**src/rtl/fetch_pkg.sv**
```systemverilog
// Shared types for the instruction-fetch sequencer.
// State encoding and redirect priority selection.
package fetch_pkg;

    typedef enum logic [2:0] {
        S_IDLE    = 3'd0,
        S_ISSUE   = 3'd1,
        S_WAIT    = 3'd2,
        S_HOLD    = 3'd3,
        S_DISCARD = 3'd4
    } fetch_state_e;

    // Larger encoding wins when several redirects coincide.
    typedef enum logic [1:0] {
        RD_NONE   = 2'd0,
        RD_BRANCH = 2'd1,
        RD_JUMP   = 2'd2,
        RD_JR     = 2'd3
    } redir_e;

    localparam redir_e PRIO_HIGH = RD_JR;
    localparam redir_e PRIO_MID  = RD_JUMP;
    localparam redir_e PRIO_LOW  = RD_BRANCH;

    function automatic redir_e redir_pick(
        input logic br,
        input logic jmp,
        input logic jreg
    );
        redir_e r;
        r = RD_NONE;
        if (jreg) begin
            r = PRIO_HIGH;
        end else if (jmp) begin
            r = PRIO_MID;
        end else if (br) begin
            r = PRIO_LOW;
        end
        return r;
    endfunction

endpackage

```
**src/rtl/fetch_hold_buf.sv**
```systemverilog
// One-entry instruction hold buffer used while decode stalls.
// Clear wins over load.
module fetch_hold_buf #(
    parameter int INST_LEN = 32
) (
    input  logic                clk,
    input  logic                rst_n,
    input  logic                load,
    input  logic                clear,
    input  logic [INST_LEN-1:0] din,
    output logic [INST_LEN-1:0] dout,
    output logic                valid
);

    logic [INST_LEN-1:0] data_q;
    logic                vld_q;

    always_ff @(posedge clk) begin
        if (!rst_n) begin
            data_q <= '0;
            vld_q  <= 1'b0;
        end else if (clear) begin
            data_q <= '0;
            vld_q  <= 1'b0;
        end else if (load) begin
            data_q <= din;
            vld_q  <= 1'b1;
        end
    end

    assign dout  = data_q;
    assign valid = vld_q;

endmodule

```
**src/rtl/fetch_ctrl.sv**
```systemverilog
// Instruction-fetch sequencer: one outstanding read, PC mux steering,
// decode-stall hold and redirect squashing.
import fetch_pkg::*;

module fetch_ctrl #(
    parameter int INST_LEN = 32
) (
    input  logic                clk,
    input  logic                rst_n,
    input  logic                branch_taken,
    input  logic                jump,
    input  logic                jr,
    input  logic                id_stall,
    input  logic                imem_valid,
    input  logic [INST_LEN-1:0] imem_rdata,
    output logic                imem_issue,
    output logic                pc_stall,
    output logic                sel_branch,
    output logic                sel_jump,
    output logic                sel_jr,
    output logic                if_id_valid,
    output logic [INST_LEN-1:0] if_id_inst,
    output logic                if_id_flush
);

    fetch_state_e state, state_nxt;
    redir_e       redir;
    logic         redirect;
    logic         buf_load;
    logic         buf_clr;
    logic         buf_vld;
    logic [INST_LEN-1:0] buf_q;

    assign redir    = redir_pick(branch_taken, jump, jr);
    assign redirect = (redir != RD_NONE);

    fetch_hold_buf #(
        .INST_LEN(INST_LEN)
    ) u_hold (
        .clk   (clk),
        .rst_n (rst_n),
        .load  (buf_load),
        .clear (buf_clr),
        .din   (imem_rdata),
        .dout  (buf_q),
        .valid (buf_vld)
    );

    always_ff @(posedge clk) begin
        if (!rst_n) begin
            state <= S_IDLE;
        end else begin
            state <= state_nxt;
        end
    end

    always_comb begin
        state_nxt   = state;
        imem_issue  = 1'b0;
        pc_stall    = 1'b1;
        sel_branch  = 1'b0;
        sel_jump    = 1'b0;
        sel_jr      = 1'b0;
        if_id_valid = 1'b0;
        if_id_inst  = '0;
        if_id_flush = 1'b0;
        buf_load    = 1'b0;
        buf_clr     = 1'b0;

        // Outputs stay at their idle values for the whole reset cycle.
        if (rst_n) begin
            if (redirect) begin
                pc_stall    = 1'b0;
                if_id_flush = 1'b1;
            end

            unique case (redir)
                RD_JR:     sel_jr     = 1'b1;
                RD_JUMP:   sel_jump   = 1'b1;
                RD_BRANCH: sel_branch = 1'b1;
                default:   ;
            endcase

            unique case (state)
                S_IDLE: begin
                    state_nxt = S_ISSUE;
                end
                S_ISSUE: begin
                    imem_issue = 1'b1;
                    state_nxt  = redirect ? S_DISCARD : S_WAIT;
                end
                S_WAIT: begin
                    if_id_inst = imem_rdata;
                    if (redirect) begin
                        state_nxt = imem_valid ? S_ISSUE : S_DISCARD;
                    end else if (imem_valid) begin
                        if (!id_stall) begin
                            if_id_valid = 1'b1;
                            pc_stall    = 1'b0;
                            state_nxt   = S_ISSUE;
                        end else begin
                            buf_load  = 1'b1;
                            state_nxt = S_HOLD;
                        end
                    end
                end
                S_HOLD: begin
                    if_id_inst = buf_q;
                    if (redirect) begin
                        buf_clr   = 1'b1;
                        state_nxt = S_ISSUE;
                    end else if (!id_stall) begin
                        if_id_valid = buf_vld;
                        pc_stall    = 1'b0;
                        buf_clr     = 1'b1;
                        state_nxt   = S_ISSUE;
                    end
                end
                S_DISCARD: begin
                    // Late response belongs to a squashed PC.
                    if (imem_valid) begin
                        state_nxt = S_ISSUE;
                    end
                end
                default: begin
                    state_nxt = S_IDLE;
                end
            endcase
        end
    end

endmodule

```
**config.mk**
```make
export PLATFORM = sky130hd
export DESIGN_NAME = fetch_ctrl
export DESIGN_NICKNAME = d
export VERILOG_FILES = /design/src/rtl/fetch_pkg.sv /design/src/rtl/fetch_hold_buf.sv /design/src/rtl/fetch_ctrl.sv
export SDC_FILE = /design/constraint.sdc
export NUM_CORES = 1
export LEC_CHECK = 0
export ABC_AREA = 1
export CAP_MARGIN = 30
export CORE_UTILIZATION = 44
export CTS_CLUSTER_DIAMETER = 200
export DETAILED_ROUTE_END_ITERATION = 8
export PLACE_DENSITY_LB_ADDON = 0.3
export SLEW_MARGIN = 5
export SYNTH_ARGS = -nofsm -noshare
export SYNTH_HDL_FRONTEND = slang
export SYNTH_SLANG_ARGS = --single-unit
```
**constraint.sdc**
```tcl
create_clock -name clk -period 1.9 [get_ports clk]
set_input_delay 0.475 -clock clk [delete_from_list [all_inputs] [get_ports clk]]
set_output_delay 0.475 -clock clk [all_outputs]
set_load 0.02 [all_outputs]
```
==> results of run 1 <==
-- power groups by stage --
stage,sequential (mW),combinational [mW],clock (mW)
6_report,0.770,0.420,0.688
5_1_grt,0.770,0.439,0.724
4_1_cts,0.769,0.339,0.677
3_5_place_dp,0.786,0.328,0
3_3_place_gp,0.786,0.324,0
2_1_floorplan,0.785,0.117,0
-- cells in the final DEF, fill, tap and decap left out --
cell type and instances:
nand2_1 90, buf_4 76, a21oi_1 40, nand4_1 34, clkdlybuf4s50_1 33, dfxtp_1 33, a21oi_2 27, nand2_2 12
buf_6 12, inv_1 9, nor2_1 7, nand3_1 7, buf_12 7, nand2_4 6, clkbuf_8 5, clkbuf_16 5
buf_2 5, nor2_4 4, nor3_1 3, o21ai_0 3, dlygate4sd2_1 3, inv_2 2, buf_8 2, clkdlybuf4s15_1 2
clkdlybuf4s15_2 2, dfxtp_4 2, inv_4 1, nor2_2 1, a211oi_1 1, o21ai_1 1, nand3_2 1, bufinv_16 1
clkinvlp_4 1, clkinv_2 1, buf_16 1, dfxtp_2 1
-- registers in the layout, indices dropped and copies added (netlist names) --
| name | cells |
|---|---|
| state | 3 |
| u_hold.dout | 32 |
| u_hold.valid | 1 |
-- logic make-up after synthesis --
| logic type | count (synthesis) | share of synthesized area, % |
|---|---|---|
| buffers and inverters | 38 | 9.31 |
| and+or+nand+nor | 165 | 37.1 |
| AOI/OAI and AO/OA | 72 | 18.1 |
| DFF | 36 | 35.5 |
-- final cells by class --
cell class	count	share of cell area [%]
timing repair buffer	148	39.2
inverter	12	1.28
clock inverter	3	1.15
sequential	36	19.7
tap	52	1.76
multi-input combinational	237	35.0
clock buffer	5	1.86
-- layer usage --
metal	up-vias	GRT usage (%)
li1	1321	-
met4	0	10.7
met5	-	0
met1	1394	34.0
met3	57	5.19
met2	225	46.2
-- worst max-delay path by stage --
stage	from	endpoint	slack, ns	cells after the start
after floorplan	jump	if_id_valid	0.09	5
after global placement	jr	if_id_valid	-0.69	7
after detailed placement	jr	if_id_valid	-0.74	7
after CTS	state[2]	if_id_inst[22]	-0.08	6
after global routing	state[2]	if_id_inst[23]	-0.27	8
final	state[2]	if_id_inst[23]	-0.23	8
-- metrics by stage --
step | cells | hold slack, ns | power (mW) | TNS [ns]
after global routing | 493 | 0.478 | 1.93 | -6.26
after CTS | 477 | 0.461 | 1.79 | -1.43
after global placement | 464 | 0.445 | 1.11 | -27.38
after floorplan | 311 | 0.440 | 0.902 | 0
final | 493 | 0.462 | 1.88 | -4.19
after detailed placement | 464 | 0.452 | 1.11 | -27.81
-- worst reg2reg max path, stage by stage, from the launching register on --
cell and delay [ns]:
dfxtp_2 0.34, inv_2 0.08, nand2_4 0.06, nor2_4 0.13, buf_12 0.15, buf_4 0.11, buf_4 0.14, buf_16 0.16
buf_4 0.13, nand3_2 0.11, buf_12 0.19, nand2_1 0.09, a21oi_1 0.07
-- timing repair --
item                       CTS  global route
setup buffers                4             9
hold buffers                 0             0
cloned                       1             7
resized for setup          212            62
setup endpoints to repair   39            35
pin swaps                    3            10
==> implementation parameters, run 1 <==
Parameter                              Value

Timing
  Slew Limit Fails    0
  Setup ws final    -0.231 ns
  Setup clock skew after layout    0.00618 ns
  Unrepaired setup endpoints after global routing    true
  Slew at the pin closest to its max-slew limit    0.356 ns
  Post-layout min period    2.13 ns
  Top achievable clock speed    between 400 and 500 MHz
  Period Utilization, post-route    112%
  Fin. Hold Viols    0
  Max-Slew Margin vs Limit    76.1%
  Final setup fails    35

Routing
  Met2 wire length    ~4.5 mm
  Residual antenna-violating net count after detailed routing    0
  Post-route met1 wirelength    3.43 mm
  Uppermost signal routing layer after detailed routing    met4
  Drt pass-1 iters    5
  Detail-routed via count per cell    6.08
  WL per Instance    approximately 19 um
  Met3 Routed Length    756 um
  Final wirelength    9.15 mm
  Vias    ~3000
  Detailed Route Iter0 Violations    roughly 320
  DRC violations left    0

Yosys
  Most instantiated flip-flop cell in the synthesis netlist    dfxtp_1
  Mean post-synth cell area    6.53 um2
  Number of enable flip-flop cells after synthesis    0
  Dominant cell type by area after synthesis    dfxtp_1
  Post-synthesis sequential element count    36
  Asr flop ratio synth    0%
  Post-synth top area share    35.5%
  Count of warnings emitted by yosys    0
  Number of distinct library cell variants in the gate-level netlist after synthesis    19
  Netlist area before placement    ~0.002 mm2
  Seq/Total Area, Yosys    35.5%
  Cell types occupying the most area after synthesis    dfxtp_1 (36%), nand2_1 (20%), a21oi_1 (16%), nand4_1 (10%), buf_2 (3.9%)
  Number of standard cells after synthesis    about 310
  Top-count cell post-synth    nand2_1
  Ranking of synthesized cells by instance count    nand2_1 (106), a21oi_1 (66), dfxtp_1 (36)
  Number of nets in the synthesized netlist    350

Power and ir drop
  Logic gate share of total power    approximately 22%
  P_int    1.36 mW
  Proportion of power drawn by flip-flops and latches    about 40%
  Standby leakage power    1.43 nW
  Power dissipated by switching net loads    0.519 mW
  Sw Share    27.7%
  Worst voltage drop across the vdd grid    0.000469 V
  Share of total power in the clock network    a little under two fifths
  Total power density per cell area    508 mW/mm2

Critical path
  Worst Setup Start Kind    flop
  Worst setup slack for register-to-register paths    about 0.010 ns
  Reg2reg start    state[2]
  Top Family by Delay on Critical Path    buffers and inverters
  Reg-to-reg endpoint    u_hold.dout[10]
  R2R depth    12
  Required time at the endpoint of the critical path    1.42 ns
  Setup CP Type    reg2out
  Slowest cell on the critical path    dfxtp_2
  Most frequent cell on the critical path    buf_12
  Buffers plus inverters on the worst setup path    4
  Arrival time of the worst setup path    1.66 ns
  Kind of capture point of the worst setup path    output port
  Delay of the slowest cell on the worst path    0.34 ns
  Worst-path fanout max    11
  Critical Path, Cell by Cell    inv_2 -> nand2_4 -> nor2_4 -> buf_12 -> buf_12 -> nand2_1 -> a21oi_1 -> buf_4

Min path
  Depth of the worst hold-timing path    2
  Type of the worst min-delay path    reg2reg
  Start point of the worst hold path    u_hold.dout[5]
  Sink of the worst hold path    u_hold.dout[5]

Cells and area
  # nets final    about 480
  Util after Layout    84.4%
  Post-Layout Inst Area    0.00370 mm2
  Area Overhead vs Synth    82.4%
  Ratio of cells with drive above 1 in the final layout    39.7%
  Area occupied by multi-input gates    0.00129 mm2
  Sequential cell area    about 730 um2
  Antenna cell count    0
  Fillers    259

Clock network
  Number of buffers added by the clock tree synthesis step    5
  Clock Sinks    36
  Clock-pin slew reported for the worst setup and hold paths after clock tree synthesis    0.08 ns
  Maximum buffer depth of the clock tree    2
  CTS tree    done
  Clock insertion delay at the later pin of the skew report    0.30 ns
  Root Buffer Master    clkbuf_8
  H-tree levels    2

Floorplan
  Core Footprint    0.00438 mm2
  Die outline width    around 70 um
  Starting utilization of the core area    46.3%
  Row count    24
  Die area    0.00489 mm2
  Top-level I/O count    78
  Die height    69.9 um

Global routing
  Via count of the first global-routing pass    around 2400
  Global-route wire length before repair    between 10 and 15 mm
  Overall routing resource usage    between 20% and 30%
  Number of antenna violations at the first check in global routing    0
  Maximum number of pins on one net before global-route repair    28
  Total congestion overflow after global routing    0

Placed design
  Area after detailed placement    0.00315 mm2
  Half-perimeter wire length after detailed placement    roughly 4.3 mm
  Number of buffers added on ports    just under 80
  Worst slack at placement    -0.737 ns
  Placer's final routability congestion estimate    0.909

Run status
  Status    complete, but fails checks
  Violations in the final reports    negative setup slack

Run
  Total of max-cap violations    0
Power figures use the tool's default switching activity.
==> inputs of run 2 (changes only) <==
CORE_UTILIZATION = 62   (was 44)
DONT_BUFFER_PORTS = 1   (was default)
==> run 2 against run 1 <==
Against the previous run:
- clock power fell by 31%
- combinational power down 49%
- critical path depth unchanged
- first-iteration DRC count rose by 69%
- maximum frequency decreased by 4.0%
- total power down 22%
- register-to-register slack got worse by 0.13 ns
- the run still ends with negative setup slack left
- design area shrank 23%
- clock-buffer cell count grew 2
- via count is 7.9% lower
- sequential cell count stayed put
- core utilization rose by 7.6 points
- largest cell class is now multi-input combinational cells
==> implementation parameters, run 2 (synthesis gave the netlist of run 1 again) <==
Parameter                              Value

Critical path
  Arrival time of the worst setup path    1.74 ns (was 1.66 ns)
  Setup CP Type    reg2out (unchanged)
  Worst-path fanout max    10 (was 11)
  Worst Setup Start Kind    flop (unchanged)
  Required time at the endpoint of the critical path    1.42 ns (about the same)
  Kind of capture point of the worst setup path    output port (unchanged)

Cells and area
  # nets final    397 (was 479)
  Antenna cell count    0 (unchanged)
  Ratio of cells with drive above 1 in the final layout    34.9% (was 39.7%)
  Fillers    127 (was 259)
  Area Overhead vs Synth    39.6% (was 82.4%)
  Util after Layout    92.0% (was 84.4%)
  Max reg flops    32 (unchanged)
  Commonest non-fill, non-tap cells in the layout    nand2_1 (88), a21oi_1 (46), buf_4 (46), nand4_1 (34), dfxtp_1 (33) (was nand2_1 (90), buf_4 (76), a21oi_1 (40), nand4_1 (34))
  Leading cell type in the layout, fill and taps excluded    nand2_1 (unchanged)

Timing
  Final setup fails    35 (unchanged)
  Post-route setup TNS    -6.68 ns (was -4.19 ns)
  Slew at the pin closest to its max-slew limit    0.461 ns (was 0.356 ns)
  Setup clock skew after layout    0.00859 ns (was 0.00618 ns)
  Top achievable clock speed    450 MHz (was 469 MHz)
  Post-layout min period    2.22 ns (was 2.13 ns)
  Period Utilization, post-route    117% (was 112%)
  Setup ws final    -0.320 ns (was -0.231 ns)
  Fin. Hold Viols    0 (unchanged)
  Slew Limit Fails    0 (unchanged)
  Max-Slew Margin vs Limit    69.2% (was 76.1%)
  Unrepaired setup endpoints after global routing    true (unchanged)

Floorplan
  Die area    0.00351 mm2 (was 0.00489 mm2)
  Row count    20 (was 24)
  Core Footprint    0.00308 mm2 (was 0.00438 mm2)
  Starting utilization of the core area    65.9% (was 46.3%)
  Die height    59.2 um (was 69.9 um)
  Die outline width    59.2 um (was 69.9 um)
  Top-level I/O count    78 (unchanged)

Clock network
  Clock insertion delay at the later pin of the skew report    0.36 ns (was 0.30 ns)
  H-tree levels    2 (unchanged)
  Root Buffer Master    clkbuf_4 (was clkbuf_8)
  Number of buffers added by the clock tree synthesis step    5 (unchanged)
  Post-CTS Hold Buffers    0 (unchanged)
  Maximum buffer depth of the clock tree    2 (unchanged)
  Clock-pin slew reported for the worst setup and hold paths after clock tree synthesis    0.11 ns (was 0.08 ns)
  Clock Sinks    36 (unchanged)
  CTS tree    done (unchanged)

Min path
  Type of the worst min-delay path    in2reg (was reg2reg)

Routing
  Detailed Route Iter0 Violations    547 (was 323)
  Drt pass-1 iters    6 (was 5)
  DRC violations left    0 (unchanged)
  Vias    2759 (was 2997)
  Final wirelength    8.63 mm (was 9.15 mm)
  WL per Instance    21.5 um (was 18.6 um)
  Residual antenna-violating net count after detailed routing    0 (unchanged)
  Detail-routed via count per cell    6.86 (was 6.08)

Run status
  Violations in the final reports    negative setup slack (unchanged)
  Status    complete, but fails checks (unchanged)

Global routing
  Total congestion overflow after global routing    0 (unchanged)
  Overall routing resource usage    37.8% (was 27.2%)
  Global-route wire length before repair    9.92 mm (was 10.9 mm)
  Maximum number of pins on one net before global-route repair    41 (was 28)
  Via count of the first global-routing pass    2169 (was 2426)
  Number of antenna violations at the first check in global routing    0 (unchanged)

Power and ir drop
  Total power density per cell area    517 mW/mm2 (was 508 mW/mm2)
  Standby leakage power    1.05 nW (was 1.43 nW)
  Worst voltage drop across the vdd grid    0.000470 V (was 0.000469 V)
  Post-route total power    1.47 mW (was 1.88 mW)

Placed design
  Half-perimeter wire length after detailed placement    3.50 mm (was 4.26 mm)
  Number of buffers added on ports    0 (was 77)
  Placer's final routability congestion estimate    0.871 (was 0.909)

Run
  Total of max-cap violations    0 (unchanged)
==> run 2: cell types whose count changed in the layout (fill, tap and decap cells not counted), sizes merged <==
cell,change
buf,-41
bufbuf,+1
bufinv,-1
clkdlybuf4s15,-4
clkdlybuf4s50,-33
clkinv,-1
clkinvlp,-1
dlygate4sd2,-3
==> run 2: timing repair <==
item / CTS / global route
pin swaps: 2 / 18
endpoints found under the setup margin: 34 / 34
setup buffers: 6 / 9
gates resized for setup: 14 / 58
gates cloned: 3 / 3
==> run 2: final timing paths <==
path | endpoint | slack, ns | cells past startpoint | start
setup / recovery | if_id_inst[22] | -0.32 | 8 | state[2]
hold / removal | state[2] | 0.24 | 2 | rst_n
setup reg to reg | u_hold.dout[1] | -0.12 | 10 | state[2]
hold reg to reg | u_hold.dout[26] | 0.47 | 2 | u_hold.dout[26]
==> run 2: power breakdown <==
group          internal (mW)  leakage (nW)  switching (mW)
logic                 0.0789         0.723           0.135
registers              0.761         0.292          0.0119
clock network          0.210        0.0374           0.268
total                   1.05          1.05           0.416
==> run 2: cell type report <==
cell class,instances,area (um2),area share (%)
tap,44,55.1,1.94
multi-input combinational,237,1270,45.0
clock buffer,7,65.1,2.30
sequential,36,732,25.8
timing repair buffer,66,658,23.2
inverter,12,47.5,1.68
==> run 2: metrics by stage <==
step / cells / hold WS [ns] / cell area, um2 / setup slack, ns
after global routing: 402 / 0.244 / 2830 / -0.360
after detailed placement: 377 / 0.452 / 2340 / 0.180
after floorplan: 311 / 0.440 / 2030 / 0.0900
after global placement: 377 / 0.448 / 2340 / 0.210
after CTS: 393 / 0.231 / 2580 / -0.171
final: 402 / 0.236 / 2830 / -0.320
==> run 2: critical path, stage by stage (launching register included) <==
cell and delay, ns:
dfxtp_4 0.38, inv_4 0.07, nand2_4 0.05, nor2_4 0.16
buf_6 0.13, buf_12 0.13, nand2_1 0.08, a21oi_1 0.20
buf_4 0.18
==> run 2: metal layers <==
metal / share of wire (%) / global-route usage, % / vias to the layer above
li1: - / - / 1151
met1: 34 / 47.5 / 1216
met2: 45 / 61.5 / 300
met3: 14 / 8.73 / 92
met4: 7.6 / 16.3 / 0
met5: 0 / 0 / -
==> inputs of run 3 (changes only) <==
GPL_TIMING_DRIVEN = 0   (was default)
==> run 3 against run 2 <==
Against the previous run:
- synthesized cell count unchanged
- area after synthesis unchanged
- the flow now stops in global routing (5_1_grt)
==> implementation parameters, run 3 <==
Parameter                              Value

Run status
  Status    stopped before the end (was complete, but fails checks)
  Halt Stage    global routing (5_1_grt)
  First reported error    [ERROR DPL-0033] detailed placement checks failed during check placement.

Yosys
  Cell types occupying the most area after synthesis    dfxtp_1 (36%), nand2_1 (20%), a21oi_1 (16%), nand4_1 (10%), buf_2 (3.9%) (unchanged)
  Number of standard cells after synthesis    311 (unchanged)
  Number of enable flip-flop cells after synthesis    0 (unchanged)
  Post-synth top area share    35.5% (unchanged)
  Number of nets in the synthesized netlist    350 (unchanged)
  Netlist area before placement    0.00203 mm2 (unchanged)
  Dominant cell type by area after synthesis    dfxtp_1 (unchanged)
  Number of distinct library cell variants in the gate-level netlist after synthesis    19 (unchanged)
  Mean post-synth cell area    6.53 um2 (unchanged)
  Seq/Total Area, Yosys    35.5% (unchanged)
  Most instantiated flip-flop cell in the synthesis netlist    dfxtp_1 (unchanged)
  Asr flop ratio synth    0% (unchanged)
  Top-count cell post-synth    nand2_1 (unchanged)
  Post-synthesis sequential element count    36 (unchanged)
  Count of warnings emitted by yosys    0 (unchanged)
  Ranking of synthesized cells by instance count    nand2_1 (106), a21oi_1 (66), dfxtp_1 (36) (unchanged)

Clock network
  Number of buffers added by the clock tree synthesis step    5 (unchanged)
  H-tree levels    2 (unchanged)
  Root Buffer Master    clkbuf_4 (unchanged)
  Maximum buffer depth of the clock tree    2 (unchanged)
  Post-CTS Hold Buffers    0 (unchanged)
  Clock Sinks    36 (unchanged)

Global routing
  Maximum number of pins on one net before global-route repair    11
  Number of antenna violations at the first check in global routing    1

Placed design
  Number of buffers added on ports    0 (unchanged)
  Cell count after placement    355 (was 377)
  Placer's final routability congestion estimate    0.875 (was 0.871)
  Half-perimeter wire length after detailed placement    3.77 mm (was 3.50 mm)

Floorplan
  Die outline width    59.2 um (unchanged)
  Starting utilization of the core area    65.9% (unchanged)
  Top-level I/O count    78 (unchanged)
  Row count    20 (unchanged)
  Die height    59.2 um (unchanged)

Timing
  Kind of pin the worst path terminates on    top-level output
  Crit. endpoint post-GRT repair    if_id_inst[12]
run 3: cell counts after synthesis:
No cell type changed its count.
run 3: repair_timing:
item                                    4_1_cts
pin swaps                                    16
gates resized for setup                     107
buffers inserted                             12
cloned                                        3
endpoints found under the setup margin       35
run 3: logic make-up after synthesis:
logic type | after synthesis | share of synthesized area [%]
simple gates | 165 | 37.1
flops | 36 | 35.5
buf+inv | 38 | 9.31
compound gates | 72 | 18.1
run 3: through the flow:
stage	cell area [um2]	worst slack, ns	setup TNS, ns
2_1_floorplan	2030	0.0900	0
3_3_place_gp	2080	-0.104	-1.12
3_5_place_dp	2080	-0.109	-1.32
4_1_cts	2750	-0.155	-4.19
==> inputs of run 4 (changes only) <==
CORE_UTILIZATION = 40   (was 62)
CTS_CLUSTER_DIAMETER = default   (was 200)
PLACE_DENSITY_LB_ADDON = 0.15   (was 0.3)
==> run 4 against run 3 <==
Against the previous run:
- the flow now finishes, with violations (negative setup slack)
==> implementation parameters, run 4 (synthesis gave the netlist of run 1 again) <==
Parameter                              Value

Routing
  Detail-routed via count per cell    around 5.7
  WL per Instance    16.5 um
  Drt pass-1 iters    4
  DRC violations left    0
  Final wirelength    6.69 mm
  Residual antenna-violating net count after detailed routing    0
  Detailed Route Iter0 Violations    115
  Vias    2297

Run status
  Violations in the final reports    negative setup slack
  Status    complete, but fails checks (was stopped before the end)

Clock network
  Number of buffers added by the clock tree synthesis step    5 (unchanged)
  CTS tree    done
  Clock Sinks    36 (unchanged)
  Clock-pin slew reported for the worst setup and hold paths after clock tree synthesis    0.07 ns
  Clock insertion delay at the later pin of the skew report    around 0.29 ns
  Post-CTS Hold Buffers    0 (unchanged)
  Root Buffer Master    clkbuf_8 (was clkbuf_4)
  Maximum buffer depth of the clock tree    2 (unchanged)
  H-tree levels    2 (unchanged)

Floorplan
  Core Footprint    between 0.004 and 0.005 mm2
  Starting utilization of the core area    42.1% (was 65.9%)
  Top-level I/O count    78 (unchanged)
  Die height    73.2 um (was 59.2 um)
  Die outline width    73.2 um (was 59.2 um)
  Die area    0.00536 mm2
  Row count    25 (was 20)

Critical path
  Kind of capture point of the worst setup path    output port
  Worst-path fanout max    9
  Required time at the endpoint of the critical path    1.42 ns
  Arrival time of the worst setup path    1.54 ns
  Setup CP Type    reg2out
  Delay of the slowest cell on the worst path    ~0.35 ns
  Top Family by Delay on Critical Path    buffers and inverters
  Buffers plus inverters on the worst setup path    3
  Critical Path, Cell by Cell    inv_2 -> nand2_2 -> nor2_4 -> buf_8 -> clkbuf_16 -> nand2_1 -> a21oi_4
  Worst Setup Start Kind    flop
  Slowest cell on the critical path    dfxtp_4

Cells and area
  # nets final    between 300 and 400
  Leading cell type in the layout, fill and taps excluded    nand2_1
  Post-Layout Inst Area    slightly below 0.003 mm2
  Max reg flops    32
  Ratio of cells with drive above 1 in the final layout    34.8%
  Fillers    around 450
  Antenna cell count    0
  Commonest non-fill, non-tap cells in the layout    nand2_1 (91), nand4_1 (34), a21oi_4 (33), a21oi_1 (33), dfxtp_1 (33)
  Area Overhead vs Synth    45.9%

Timing
  Slew Limit Fails    0
  Period Utilization, post-route    106%
  Unrepaired setup endpoints after global routing    true
  Setup clock skew after layout    0.00530 ns
  Fin. Hold Viols    0
  Slew at the pin closest to its max-slew limit    0.647 ns
  Final setup fails    32
  Max-Slew Margin vs Limit    56.4%
  Setup ws final    -0.112 ns
  Top achievable clock speed    497 MHz
  Worst-case hold slack    0.347 ns
  Post-layout min period    between 2 and 2.5 ns

Placed design
  Area after detailed placement    0.00211 mm2 (was 0.00208 mm2)
  Half-perimeter wire length after detailed placement    4.02 mm (was 3.77 mm)
  Placer's final routability congestion estimate    0.845 (was 0.875)
  Number of buffers added on ports    0 (unchanged)

Min path
  Type of the worst min-delay path    in2reg

Global routing
  Number of antenna violations at the first check in global routing    0
  Total congestion overflow after global routing    0
  Maximum number of pins on one net before global-route repair    11
  Overall routing resource usage    24.1%
  Global-route wire length before repair    roughly 9.7 mm
  Via count of the first global-routing pass    2017

Power and ir drop
  Standby leakage power    slightly above 0.9 nW
  Total power density per cell area    just over 500 mW/mm2
  Worst voltage drop across the vdd grid    0.000460 V

Run
  Total of max-cap violations    0
==> run 4: path summary, 6_finish.rpt <==
| path | slack [ns] | depth (start not counted) | startpoint | to |
|---|---|---|---|---|
| hold reg to reg | 0.46 | 2 | u_hold.valid | u_hold.valid |
| hold / removal | 0.35 | 2 | imem_rdata[9] | u_hold.dout[9] |
| setup / recovery | -0.11 | 7 | state[2] | if_id_inst[3] |
| setup reg to reg | 0.25 | 10 | state[2] | u_hold.dout[13] |
==> run 4: area by class of cell <==
cell class | count | area, um2 | share of cell area, %
clock buffers | 6 | 72.6 | 2.45
plain buffers | 26 | 223 | 7.52
multi-input cells | 237 | 1570 | 52.9
inverters | 12 | 45.0 | 1.52
flip-flops and latches | 36 | 729 | 24.6
well taps | 67 | 83.8 | 2.83
repair buffers | 21 | 235 | 7.95
clock inverters | 1 | 5.00 | 0.169
==> run 4: power by group <==
part / switching (mW) / internal [mW]
Clock: 0.266 / 0.249
Sequential: 0.00743 / 0.761
Combinational: 0.156 / 0.0776
==> run 4: timing repair <==
action                                  CTS  global route
pin swaps                                14            11
hold endpoints to repair                  0             0
buffers inserted                         11             6
cloned                                    1             3
gates resized for setup                 100            27
endpoints found under the setup margin   34            36
==> run 4: metal layers <==
layer / routed length (um) / vias up / share of wire [%] / GRT usage, %
met5: 0 / - / 0 / 0
met4: 96 / 0 / 1.4 / 8.71
met3: 384 / 12 / 5.7 / 5.94
met2: 3110 / 73 / 47 / 38.3
met1: 3090 / 1098 / 46 / 31.5
li1: - / 1114 / - / -
==> run 4: metrics by stage <==
| step | cells | util, % | power [mW] | TNS [ns] | setup slack [ns] |
|---|---|---|---|---|---|
| 2_1_floorplan | 311 | - | 0.902 | 0 | 0.0900 |
| 3_3_place_gp | 378 | 43.9 | 0.936 | -2.38 | -0.158 |
| 3_5_place_dp | 378 | 43.9 | 0.936 | -2.40 | -0.164 |
| 4_1_cts | 397 | 57.5 | 1.51 | -2.06 | -0.101 |
| 5_1_grt | 406 | 61.5 | 1.58 | -4.66 | -0.166 |
| 6_report | 406 | 61.5 | 1.52 | -2.70 | -0.112 |
